**src/rtl/hdd_pkg.sv**
```systemverilog
// Shared definitions for the HDD block-transfer controller: FSM states,
// sector geometry and ProDOS block-device command/status codes.
package hdd_pkg;

    typedef enum logic [2:0] {
        IDLE,
        REQ,
        XFER,
        FIN,
        ERR
    } state_t;

    localparam int         SECTOR_BYTES    = 512;
    localparam logic [9:0] SECTOR_CNT_FULL = 10'(SECTOR_BYTES);

    localparam logic [7:0] PRODOS_CMD_STATUS = 8'h00;
    localparam logic [7:0] PRODOS_CMD_READ   = 8'h01;
    localparam logic [7:0] PRODOS_CMD_WRITE  = 8'h02;
    localparam logic [7:0] PRODOS_CMD_FORMAT = 8'h03;

    localparam logic [7:0] PRODOS_OK         = 8'h00;
    localparam logic [7:0] PRODOS_IO_ERR     = 8'h27;
    localparam logic [7:0] PRODOS_NO_DEVICE  = 8'h28;
    localparam logic [7:0] PRODOS_WRITE_PROT = 8'h2B;

endpackage

```
**src/rtl/hdd_xfer_ctrl.sv**
```systemverilog
// Moves one 512-byte ProDOS block between the HDD sector buffer and the SD host.
// Optional request timeout is enabled by defining HDD_XFER_TIMEOUT_EN.
module hdd_xfer_ctrl
    import hdd_pkg::*;
#(
    parameter logic [23:0] TIMEOUT_CYCLES = 24'd14_000_000
) (
    input  logic        CLK_14M,
    input  logic        RESET_N,
    input  logic        hdd_read,
    input  logic        hdd_write,
    input  logic [15:0] sector,
    output logic [31:0] sd_lba,
    output logic        sd_rd,
    output logic        sd_wr,
    input  logic        sd_ack,
    input  logic [8:0]  sd_buff_addr,
    input  logic [7:0]  sd_buff_din,
    input  logic        sd_buff_wr,
    output logic [7:0]  sd_buff_dout,
    output logic [8:0]  ram_addr,
    output logic [7:0]  ram_di,
    output logic        ram_we,
    input  logic [7:0]  ram_do,
    output logic        cpu_halt,
    output logic        busy,
    output logic        done,
    output logic        err
);

    state_t      r_state;
    logic [31:0] r_lba;
    logic        r_dir_wr;
    logic        r_sd_rd;
    logic        r_sd_wr;
    logic        r_done;
    logic        r_err;
    logic [9:0]  r_cnt;
    logic [8:0]  r_last_addr;
    logic        r_addr_vld;

    logic        w_xfer;
    logic        w_new_addr;
    logic        w_count;

`ifdef HDD_XFER_TIMEOUT_EN
    logic [23:0] r_tmo;
`else
    logic        w_unused_tmo;
    assign w_unused_tmo = ^TIMEOUT_CYCLES;
`endif

    assign w_xfer     = (r_state == XFER);
    // A write sweep counts each distinct address the host presents, not each cycle.
    assign w_new_addr = !r_addr_vld || (sd_buff_addr != r_last_addr);
    assign w_count    = w_xfer && (r_dir_wr ? (!sd_buff_wr && w_new_addr) : sd_buff_wr);

    always_ff @(posedge CLK_14M or negedge RESET_N) begin
        if (!RESET_N) begin
            r_state     <= IDLE;
            r_lba       <= 32'h0;
            r_dir_wr    <= 1'b0;
            r_sd_rd     <= 1'b0;
            r_sd_wr     <= 1'b0;
            r_done      <= 1'b0;
            r_err       <= 1'b0;
            r_cnt       <= 10'd0;
            r_last_addr <= 9'd0;
            r_addr_vld  <= 1'b0;
`ifdef HDD_XFER_TIMEOUT_EN
            r_tmo       <= 24'd0;
`endif
        end else begin
            r_done <= 1'b0;
            if (w_count && (r_cnt != SECTOR_CNT_FULL))
                r_cnt <= r_cnt + 10'd1;
            if (w_xfer && r_dir_wr && !sd_buff_wr) begin
                r_last_addr <= sd_buff_addr;
                r_addr_vld  <= 1'b1;
            end
            case (r_state)
                IDLE: begin
                    if (hdd_read || hdd_write) begin
                        r_lba      <= {16'h0, sector};
                        r_dir_wr   <= !hdd_read;
                        r_sd_rd    <= hdd_read;
                        r_sd_wr    <= !hdd_read;
                        r_err      <= 1'b0;
                        r_cnt      <= 10'd0;
                        r_addr_vld <= 1'b0;
`ifdef HDD_XFER_TIMEOUT_EN
                        r_tmo      <= 24'd0;
`endif
                        r_state    <= REQ;
                    end
                end
                REQ: begin
                    if (sd_ack) begin
                        r_sd_rd <= 1'b0;
                        r_sd_wr <= 1'b0;
                        r_state <= XFER;
                    end
`ifdef HDD_XFER_TIMEOUT_EN
                    else if (r_tmo == TIMEOUT_CYCLES - 24'd1) begin
                        r_sd_rd <= 1'b0;
                        r_sd_wr <= 1'b0;
                        r_err   <= 1'b1;
                        r_done  <= 1'b1;
                        r_state <= ERR;
                    end else begin
                        r_tmo <= r_tmo + 24'd1;
                    end
`endif
                end
                XFER: begin
                    if (!sd_ack) begin
                        r_done <= 1'b1;
                        if (r_cnt == SECTOR_CNT_FULL) begin
                            r_state <= FIN;
                        end else begin
                            r_err   <= 1'b1;
                            r_state <= ERR;
                        end
                    end
                end
                FIN:     r_state <= IDLE;
                ERR:     r_state <= IDLE;
                default: r_state <= IDLE;
            endcase
        end
    end

    assign sd_lba       = r_lba;
    assign sd_rd        = r_sd_rd;
    assign sd_wr        = r_sd_wr;
    assign done         = r_done;
    assign err          = r_err;
    assign busy         = (r_state != IDLE);
    assign cpu_halt     = (r_state != IDLE);
    // Buffer port is a pass-through of the host bus only while bytes are moving.
    assign ram_we       = w_xfer && !r_dir_wr && sd_buff_wr;
    assign ram_addr     = w_xfer ? sd_buff_addr : 9'd0;
    assign ram_di       = (w_xfer && !r_dir_wr) ? sd_buff_din : 8'h00;
    assign sd_buff_dout = (w_xfer && r_dir_wr) ? ram_do : 8'h00;

endmodule

```
**config.mk**
```make
export PLATFORM = sky130hd
export DESIGN_NAME = hdd_xfer_ctrl
export DESIGN_NICKNAME = d
export VERILOG_FILES = /design/src/rtl/hdd_pkg.sv /design/src/rtl/hdd_xfer_ctrl.sv
export SDC_FILE = /design/constraint.sdc
export NUM_CORES = 1
export LEC_CHECK = 0
export ABC_AREA = 1
export CORE_MARGIN = 2
export CORE_UTILIZATION = 42
export DETAILED_ROUTE_END_ITERATION = 10
export PLACE_DENSITY = 0.81
export SLEW_MARGIN = 20
export SYNTH_ARGS = -nofsm -noshare
export SYNTH_HDL_FRONTEND = slang
export SYNTH_SLANG_ARGS = --single-unit
```
**constraint.sdc**
```tcl
create_clock -name CLK_14M -period 1.95 [get_ports CLK_14M]
set_clock_uncertainty 0.1 [all_clocks]
set_input_delay 0.195 -clock CLK_14M [delete_from_list [all_inputs] [get_ports CLK_14M]]
set_output_delay 0.195 -clock CLK_14M [all_outputs]
set_load 0.1 [all_outputs]
```
---- Word level (Yosys, flattened, before mapping) ----
Index checks and enable logic that the tools add are counted.
storage, ports and cells
  logic and storage cells ................. 67
  input port bits ......................... 47
  output and inout bits ................... 64
  register bits after elaboration ......... 44
cells by class
  add/subtract/negate cells ............... 1
  equal/unequal tests ..................... 9
  reductions and logical operators ........ 21
  multiplexer cells ....................... 26
operators by type and width
  operator                 number
  $mux W10                 3
  $mux W8                  2
  $mux W1                  12
  $mux W3                  4
  $add A10 B1 Y10 const B  1
  $eq A10 B10 Y1 const B   1
  $ne A10 B10 Y1 const B   1
  $mux W9                  1
  $ne A9 B9 Y1             1
  $pmux W3 S3              1
  $ne A2 B2 Y1 const B     4
  $logic_and A1 B1 Y1      7
  $pmux W1 S2              3
  $reduce_and A3 Y1        2
  $logic_not A1 Y1         4
  $reduce_and A4 Y1        1
  $reduce_bool A2 Y1       2
  $eq A3 B1 Y1 const B     1
  $eq A3 B2 Y1 const B     1
  $logic_not A3 Y1         1
  $reduce_bool A3 Y1       1
  $logic_or A1 B1 Y1       2
  $reduce_and A2 Y1        1

---- Logic depth before layout (Yosys ltp) ----
Gate-level depths: netlist (run 1).
  depth in word-level cells ............... 9
  mapped depth ............................ 11
  mapped depth without buffers ............ 11

---- Worst setup path before layout (run 1) ----
OpenSTA, ideal clock, no wires.
  path type ............................... reg-to-reg
  start point ............................. register r_state[0]
  end point ............................... register r_cnt[8]
  path buffers ............................ 1
  slack ................................... -1,040 ps
  period minus slack after synthesis ...... 2,990 ps
  setup time .............................. 114 ps
  arrival time ............................ 2,776 ps
  cell stages (with the launch flop) ...... 12
  data required time ...................... 1,736 ps
  cell sequence ........................... dfrtp_1 > nor2_2 > nand2_2 > nor2_1 > inv_2 > nor2_1 > inv_1 > nand2_4 > buf_6 > nand4_1 > nand2_1 > nor2_1
between the ends
  cells in the longest elaborated chain, start to end .. 6
  elaborated cells between the ends (all ways) .. 7
  those cells by class .................... 1 x eq/ne; 3 x mux; 3 x reduce/logical
ends and longest elaborated chain
  item                      line                  RTL
  start: declaration        hdd_xfer_ctrl.sv:31   state_t r_state;
  start signal: assignment  hdd_xfer_ctrl.sv:60   r_state <= IDLE;
  start signal: assignment  hdd_xfer_ctrl.sv:94   r_state <= REQ;
  start signal: assignment  hdd_xfer_ctrl.sv:101  r_state <= XFER;
  $eq A3 B2 Y1              hdd_xfer_ctrl.sv:53   assign w_xfer = (r_state == XFER);
  $logic_and A1 B1 Y1       hdd_xfer_ctrl.sv:56   assign w_count = w_xfer && (r_dir_wr ? (!sd_buff_wr && w_new_addr) : sd_buff_wr);
  $logic_and A1 B1 Y1       hdd_xfer_ctrl.sv:75   if (w_count && (r_cnt != SECTOR_CNT_FULL))
  $mux W10                  hdd_xfer_ctrl.sv:75
  $mux W10                  hdd_xfer_ctrl.sv:83   if (hdd_read || hdd_write) begin
  $mux W10 (*)              hdd_xfer_ctrl.sv:81   case (r_state)
  end signal: assignment    hdd_xfer_ctrl.sv:76   r_cnt <= r_cnt + 10'd1;
  end: declaration          hdd_xfer_ctrl.sv:38   logic [9:0] r_cnt;
Every way passes the cells marked *; elsewhere a longest branch is shown, timed or not.
A chain may end at the register's enable or synchronous reset.

---- Worst setup path in the final report (run 1) ----
  start point ............................. register r_state[0]
  end point ............................... output port sd_buff_dout[5]
between the ends
  cells in the longest elaborated chain, start to end .. 3
ends and longest elaborated chain
  item                 line                  RTL
  $eq A3 B2 Y1         hdd_xfer_ctrl.sv:53
  $logic_and A1 B1 Y1  hdd_xfer_ctrl.sv:144  assign sd_buff_dout = (w_xfer && r_dir_wr) ? ram_do : 8'h00;
  $mux W8              hdd_xfer_ctrl.sv:144
  end: declaration     hdd_xfer_ctrl.sv:20   output logic [7:0] sd_buff_dout,
Every way passes these cells.

==> results.json, run 1 <==
{
  "yosysSeqAreaShare_pct": 43.87,
  "initial_utilization_pct": 42.90,
  "yosysWarnings": 0,
  "cts_buffer_depth": 2,
  "leakagePower_nw": 2.017,
  "cts_tree": "yes",
  "num_io_pins": 111,
  "cp.arrival_ns": 1.68,
  "viasPerCell": 4.590,
  "synth_cell_types": 25,
  "num-nets-final": 512,
  "vias": 2474,
  "reg2reg_depth": 10,
  "worst-setup-path-type": "reg2out",
  "htree_levels": 2,
  "power_switching_mw": 4.336,
  "routed_wl_um": 6777,
  "power_frac_comb_pct": 70.8,
  "violations": "setup timing",
  "yosysTopAreaCell": "dfrtp_1",
  "core_um2": 5851,
  "layout_commonest_cell": "nand2_1",
  "path_max_fanout": 8,
  "period_needed_ns": 1.971,
  "drc": 0,
  "layoutNonFillerInstCount": 539,
  "root_buffer": "clkbuf_8",
  "max_slew_margin_pct": 63.37,
  "slew_viol_final": 0,
  "wire_per_inst_um": 12.57,
  "netlist_instances": 355,
  "synth_area_um2": 2510,
  "die_h_um": 81.31,
  "drt_first_iter_violations": 184,
  "dp_hpwl_um": 4738,
  "ys_seq_elements": 44,
  "io_buffers": 94,
  "yosysTopAreaCellShare_pct": 43.87,
  "critPathCaptureType": "primary output",
  "reg2reg_from": "r_state[0]",
  "synth_area_per_cell_um2": 7.070,
  "timing.final.ws_setup_ns": -0.02131,
  "antenna_found_initial": 0,
  "required_ns": 1.65,
  "place_inst": 519,
  "gp_congestion": 0.8692,
  "ant_nets": 0,
  "p_total_mw": 7.237,
  "worst_hold_path.num_cells": 3,
  "layout-drive-gt1-share_pct": 23.06,
  "hold_start": "sector[0]",
  "antenna_cells": 0,
  "cts_buffers": 5,
  "powerDensity_nw_per_um2": 1804,
  "p_clk_share_pct": 8.4,
  "r2r_setup_slack_ns": 0.09,
  "min_to": "sd_lba[0]",
  "num_rows": 28,
  "status": "finished, violations left",
  "grt_pass1_vias": 2323,
  "syn2layout_area_growth_pct": 59.82,
  "finalSetupViolations": 8,
  "grt_max_degree": 45,
  "hp-class": "in2reg",
  "cts_sinks": 44,
  "tightest_slew_ns": 0.5495,
  "fmax_mhz": 507.3,
  "insertion_delay_ns": 0.30,
  "intPower_mw": 2.901,
  "startpoint_type": "flip-flop",
  "ir_worst_vdd_uv": 1544,
  "dieArea_um2": 6611,
  "hold_viol": 0,
  "fp.dieW_um": 81.31,
  "grt_usage_pct": 20.89,
  "rr_endpoint": "r_cnt[0]",
  "mostFrequentLayoutCells": "nand2_1 (105), inv_1 (57), clkdlybuf4s50_1 (45)",
  "power.switching_fraction_pct": 59.91,
  "rsz0062_at_grt": "true",
  "post-route-period-util_pct": 101.1,
  "cap_violations": 0,
  "synth_ff_type": "dfrtp_1",
  "async_flop_share_pct": 100.0,
  "grt_pass1_wl_um": 10680,
  "seq_power_share_pct": 20.8,
  "drtPass1Iterations": 4,
  "clk_pin_slew_ns": 0.09,
  "grt_overflow_total": 0,
  "synth-edff-count": 0,
  "ys_top_cells_by_area": "dfrtp_1 (44%), nand2_1 (16%), inv_1 (9.1%)"
}
[area by class of cell]
class,instances,area [um^2]
clock buffer,5,68.82
clock inverter,3,26.28
fill,427,1839
inverter,62,240.2
multi-input combinational,238,1160
sequential,44,1102
tap,75,93.84
timing repair buffer,109,1297
timing repair inverter,3,22.52
[state kept, by name, summed over array words and instances (netlist names)]
signal and flops:
r_last_addr 9, err 1, sd_lba 16, r_dir_wr 1, sd_rd 1, done 1, r_cnt 10, r_addr_vld 1
r_state 3, sd_wr 1
[Yosys cell counts, types with 4 or more instances]
cell type,number
nand2_1,105
inv_1,61
o21ai_0,16
nor2_1,50
nand4_1,6
nand3_1,12
clkbuf_1,4
dfrtp_1,44
nor3_1,7
a21oi_1,8
buf_4,17
[worst max-delay path, stage by stage, from the launching register on]
cell        delay [ns]
dfrtp_2           0.44
nor2_4            0.14
nand2_4           0.08
nor2_4            0.14
clkinvlp_4        0.12
buf_12            0.16
nor2_4            0.11
buf_12            0.18
[what timing repair did]
| action | CTS | global route |
|---|---|---|
| pin swaps | 0 | 3 |
| setup endpoints to repair | 11 | 54 |
| hold endpoints to repair | 44 | 0 |
| cloned | 0 | 3 |
| resized for setup | 2 | 36 |
| hold buffers | 1 | 0 |
| buffers inserted | 0 | 8 |
[per-layer routing]
layer,up-vias,global-route usage [%],share of wire (%)
li1,1249,-,-
met1,1101,25.00,40
met2,107,36.07,51
met3,17,6.222,7.0
met4,0,6.271,2.1
met5,-,0,0
[power groups by stage]
stage                     logic, mW  clock network, mW  registers (mW)
after global placement         4.74                  0            1.49
final                          5.13              0.608            1.50
after floorplan                2.16                  0            2.81
after global routing           5.38              0.667            1.54
after CTS                      4.82              0.617            1.49
after detailed placement       4.82                  0            1.49
[stage by stage]
step	area (um^2)	TNS, ns	setup slack (ns)	hold WS (ns)	util [%]
final	4011	-0.1037	-0.02131	0.3176	68.56
after global routing	4011	-0.9460	-0.07339	0.3096	68.56
after CTS	3809	-0.1976	-0.03067	0.3170	65.10
after detailed placement	3699	0	0.02092	0.2044	63.22
after global placement	3699	0	0.01862	0.2006	63.22
after floorplan	2574	-13.12	-0.4098	-0.2006	-
[how the worst max path moves through the flow]
stage	startpoint	endpoint	slack, ns	cells past startpoint
4_1_cts	r_state[0]	sd_buff_dout[5]	-0.03	6
3_5_place_dp	r_state[1]	r_cnt[0]	0.02	8
5_1_grt	r_state[2]	sd_buff_dout[5]	-0.07	7
3_3_place_gp	r_state[2]	r_cnt[4]	0.02	8
6_report	r_state[0]	sd_buff_dout[5]	-0.02	7
2_1_floorplan	r_state[0]	ram_addr[0]	-0.41	4
[logic make-up (layout without fill, tap and decap cells)]
logic type               after synthesis  count (layout)  synth area share (%)
AND/OR/NAND/NOR                      190             190                 31.51
XOR/XNOR                               3               3                 1.047
other                                  1              16                0.1494
flip-flops                            44              44                 43.87
buffers and inverters                 88             182                 16.45
adder cells (fa/ha/maj)                2               2                0.9968
AO/OA/AOI/OAI                         27              27                 5.982
No activity file was read; power rests on OpenSTA's default activity.
==> run 2: changes to the inputs <==
Settings changed: CORE_MARGIN 2 to default.
==> run 2 against run 1 <==
Against the previous run: the run still ends with setup timing left; sequential share of layout area shrank 0.068 points; via count grew 1.5%; critical path depth stayed put; largest cell class unchanged.
==> results.json, run 2 (synthesized netlist as in run 1, its figures left out) <==
{
  "reg2reg_depth": 9,
  "cts_sinks": 44,
  "antenna_found_initial": 0,
  "vias": 2512,
  "timing.final.ws_setup_ns": -0.01510,
  "finalSetupViolations": 8,
  "cts_buffers": 5,
  "crit_path_frequent_cell": "nor2_4",
  "slew_viol_final": 0,
  "crit_cells": 7,
  "ant_nets": 0,
  "reg2reg_from": "r_state[2]",
  "tightest_slew_ns": 0.5564,
  "rsz0062_at_grt": "true",
  "layout_commonest_cell": "nand2_1",
  "cap_violations": 0,
  "drtPass1Iterations": 4,
  "slowest_delay_ns": 0.43,
  "worstSetupStartpoint": "r_state[0]",
  "largest_reg_flops": 16,
  "insertion_delay_ns": 0.29,
  "grt_pass1_wl_um": 10330,
  "htree_levels": 2,
  "max_slew_margin_pct": 62.90,
  "antenna_cells": 0,
  "routed_wl_um": 6501,
  "startpoint_type": "flip-flop",
  "die_h_um": 79.31,
  "period_needed_ns": 1.965,
  "critPathCaptureType": "primary output",
  "drt_first_iter_violations": 141,
  "violations": "setup timing",
  "critical_path_buf_inv_count": 3,
  "gp_congestion": 0.8416,
  "final_cell_area_um2": 4021,
  "crit_chain": "nor2_4, nand2_4, nor2_4, clkinvlp_4, buf_12, nor2_4, buf_12",
  "utilization_pct": 71.28,
  "rr_endpoint": "r_cnt[1]",
  "root_buffer": "clkbuf_8",
  "cp_top_family": "simple AND/OR/NAND/NOR gates",
  "grt_max_degree": 45,
  "syn2layout_area_growth_pct": 60.22,
  "hp-class": "in2reg",
  "fp.dieW_um": 79.31,
  "endpoint": "sd_buff_dout[3]",
  "cts_tree": "yes",
  "wire_per_inst_um": 12.22,
  "dp_hpwl_um": 4682,
  "required_ns": 1.65,
  "clk_pin_slew_ns": 0.08,
  "num_rows": 27,
  "worst-setup-path-type": "reg2out",
  "hold_viol": 0,
  "grt_overflow_total": 0,
  "grt_pass1_vias": 2384,
  "place_area_um2": 3695,
  "path_max_fanout": 8,
  "cts_buffer_depth": 2,
  "powerDensity_nw_per_um2": 1831,
  "num-nets-final": 509,
  "layout-drive-gt1-share_pct": 22.61,
  "drc": 0,
  "io_buffers": 94,
  "core_um2": 5642,
  "leakagePower_nw": 2.025,
  "cp_slowest_cell": "dfrtp_2",
  "fmax_mhz": 508.9,
  "num_io_pins": 111,
  "initial_utilization_pct": 44.49,
  "viasPerCell": 4.722,
  "status": "finished, violations left",
  "r2r_setup_slack_ns": 0.14,
  "ir_worst_vdd_uv": 1461,
  "grt_usage_pct": 21.04,
  "cp.arrival_ns": 1.67,
  "post-route-period-util_pct": 100.8,
  "dieArea_um2": 6289,
  "mostFrequentLayoutCells": "nand2_1 (105), inv_1 (57), clkdlybuf4s50_1 (45)"
}
==> run 2: cell count changes in the layout (fill, tap and decap cells not counted), sizes merged <==
cell	delta
clkinv	-1
inv	-2
clkinvlp	-2
bufinv	+2
buf	-1
==> run 2: stage by stage <==
step	instances	power (mW)	TNS, ns	setup WS (ns)	hold slack, ns
3_3_place_gp	516	6.222	0	0.07834	0.2041
6_report	532	7.363	-0.08641	-0.01510	0.3375
5_1_grt	532	7.714	-0.8283	-0.09144	0.3566
2_1_floorplan	370	4.976	-13.12	-0.4098	-0.2006
3_5_place_dp	516	6.307	0	0.05010	0.2038
4_1_cts	524	7.121	-0.09574	-0.01902	0.3357
==> run 2: routing by layer <==
metal / track usage, % / vias up / wire length [um]
met1: 24.43 / 1154 / 2662
met4: 7.091 / 0 / 111
met3: 5.632 / 10 / 463
met5: 0 / - / 0
met2: 37.24 / 104 / 3264
li1: - / 1244 / -
==> run 2: layout make-up <==
type	count	area [um^2]
multi-input combinational	238	1162
inverter	62	240.2
sequential	44	1102
fill	395	1620
timing repair inverter	1	7.507
clock buffer	5	68.82
clock inverter	2	60.06
tap	72	90.09
timing repair buffer	108	1290
==> run 2: worst reg2reg max path, delay by kind of cell, from the launching register on <==
family	cells	cell delay, ns
AO/OA/AOI/OAI	1	0.09
buffers and inverters	4	0.50
flip-flops	1	0.42
AND/OR/NAND/NOR	4	0.58
==> run 2: report_power, final <==
group	internal, mW	total [mW]	switching, mW
combinational	1.36	5.08	3.72
clock	0.504	0.796	0.292
sequential	1.25	1.49	0.233
==> run 2: worst min-delay path by stage <==
stage	start	end	slack, ns	depth (start not counted)
final	sector[14]	sd_lba[14]	0.34	3
after detailed placement	RESET_N	sd_lba[15]	0.20	2
after CTS	sector[14]	sd_lba[14]	0.34	3
after global placement	RESET_N	sd_lba[15]	0.20	2
after floorplan	RESET_N	done	-0.20	0
after global routing	sector[5]	sd_lba[5]	0.36	3
==> run 2: what timing repair did <==
action / CTS / global route
setup buffers: 0 / 7
hold buffers: 1 / 0
gates resized for setup: 3 / 33
cloned: 0 / 1
endpoints found under the hold margin: 44 / 0
pin swaps: 0 / 3
endpoints found under the setup margin: 7 / 46
==> run 3: changes to the inputs <==
Settings changed: CTS_CLUSTER_SIZE from default to 40.
==> results of run 3 <==
No change in the layout: final DEF, timing and power equal those of run 2.
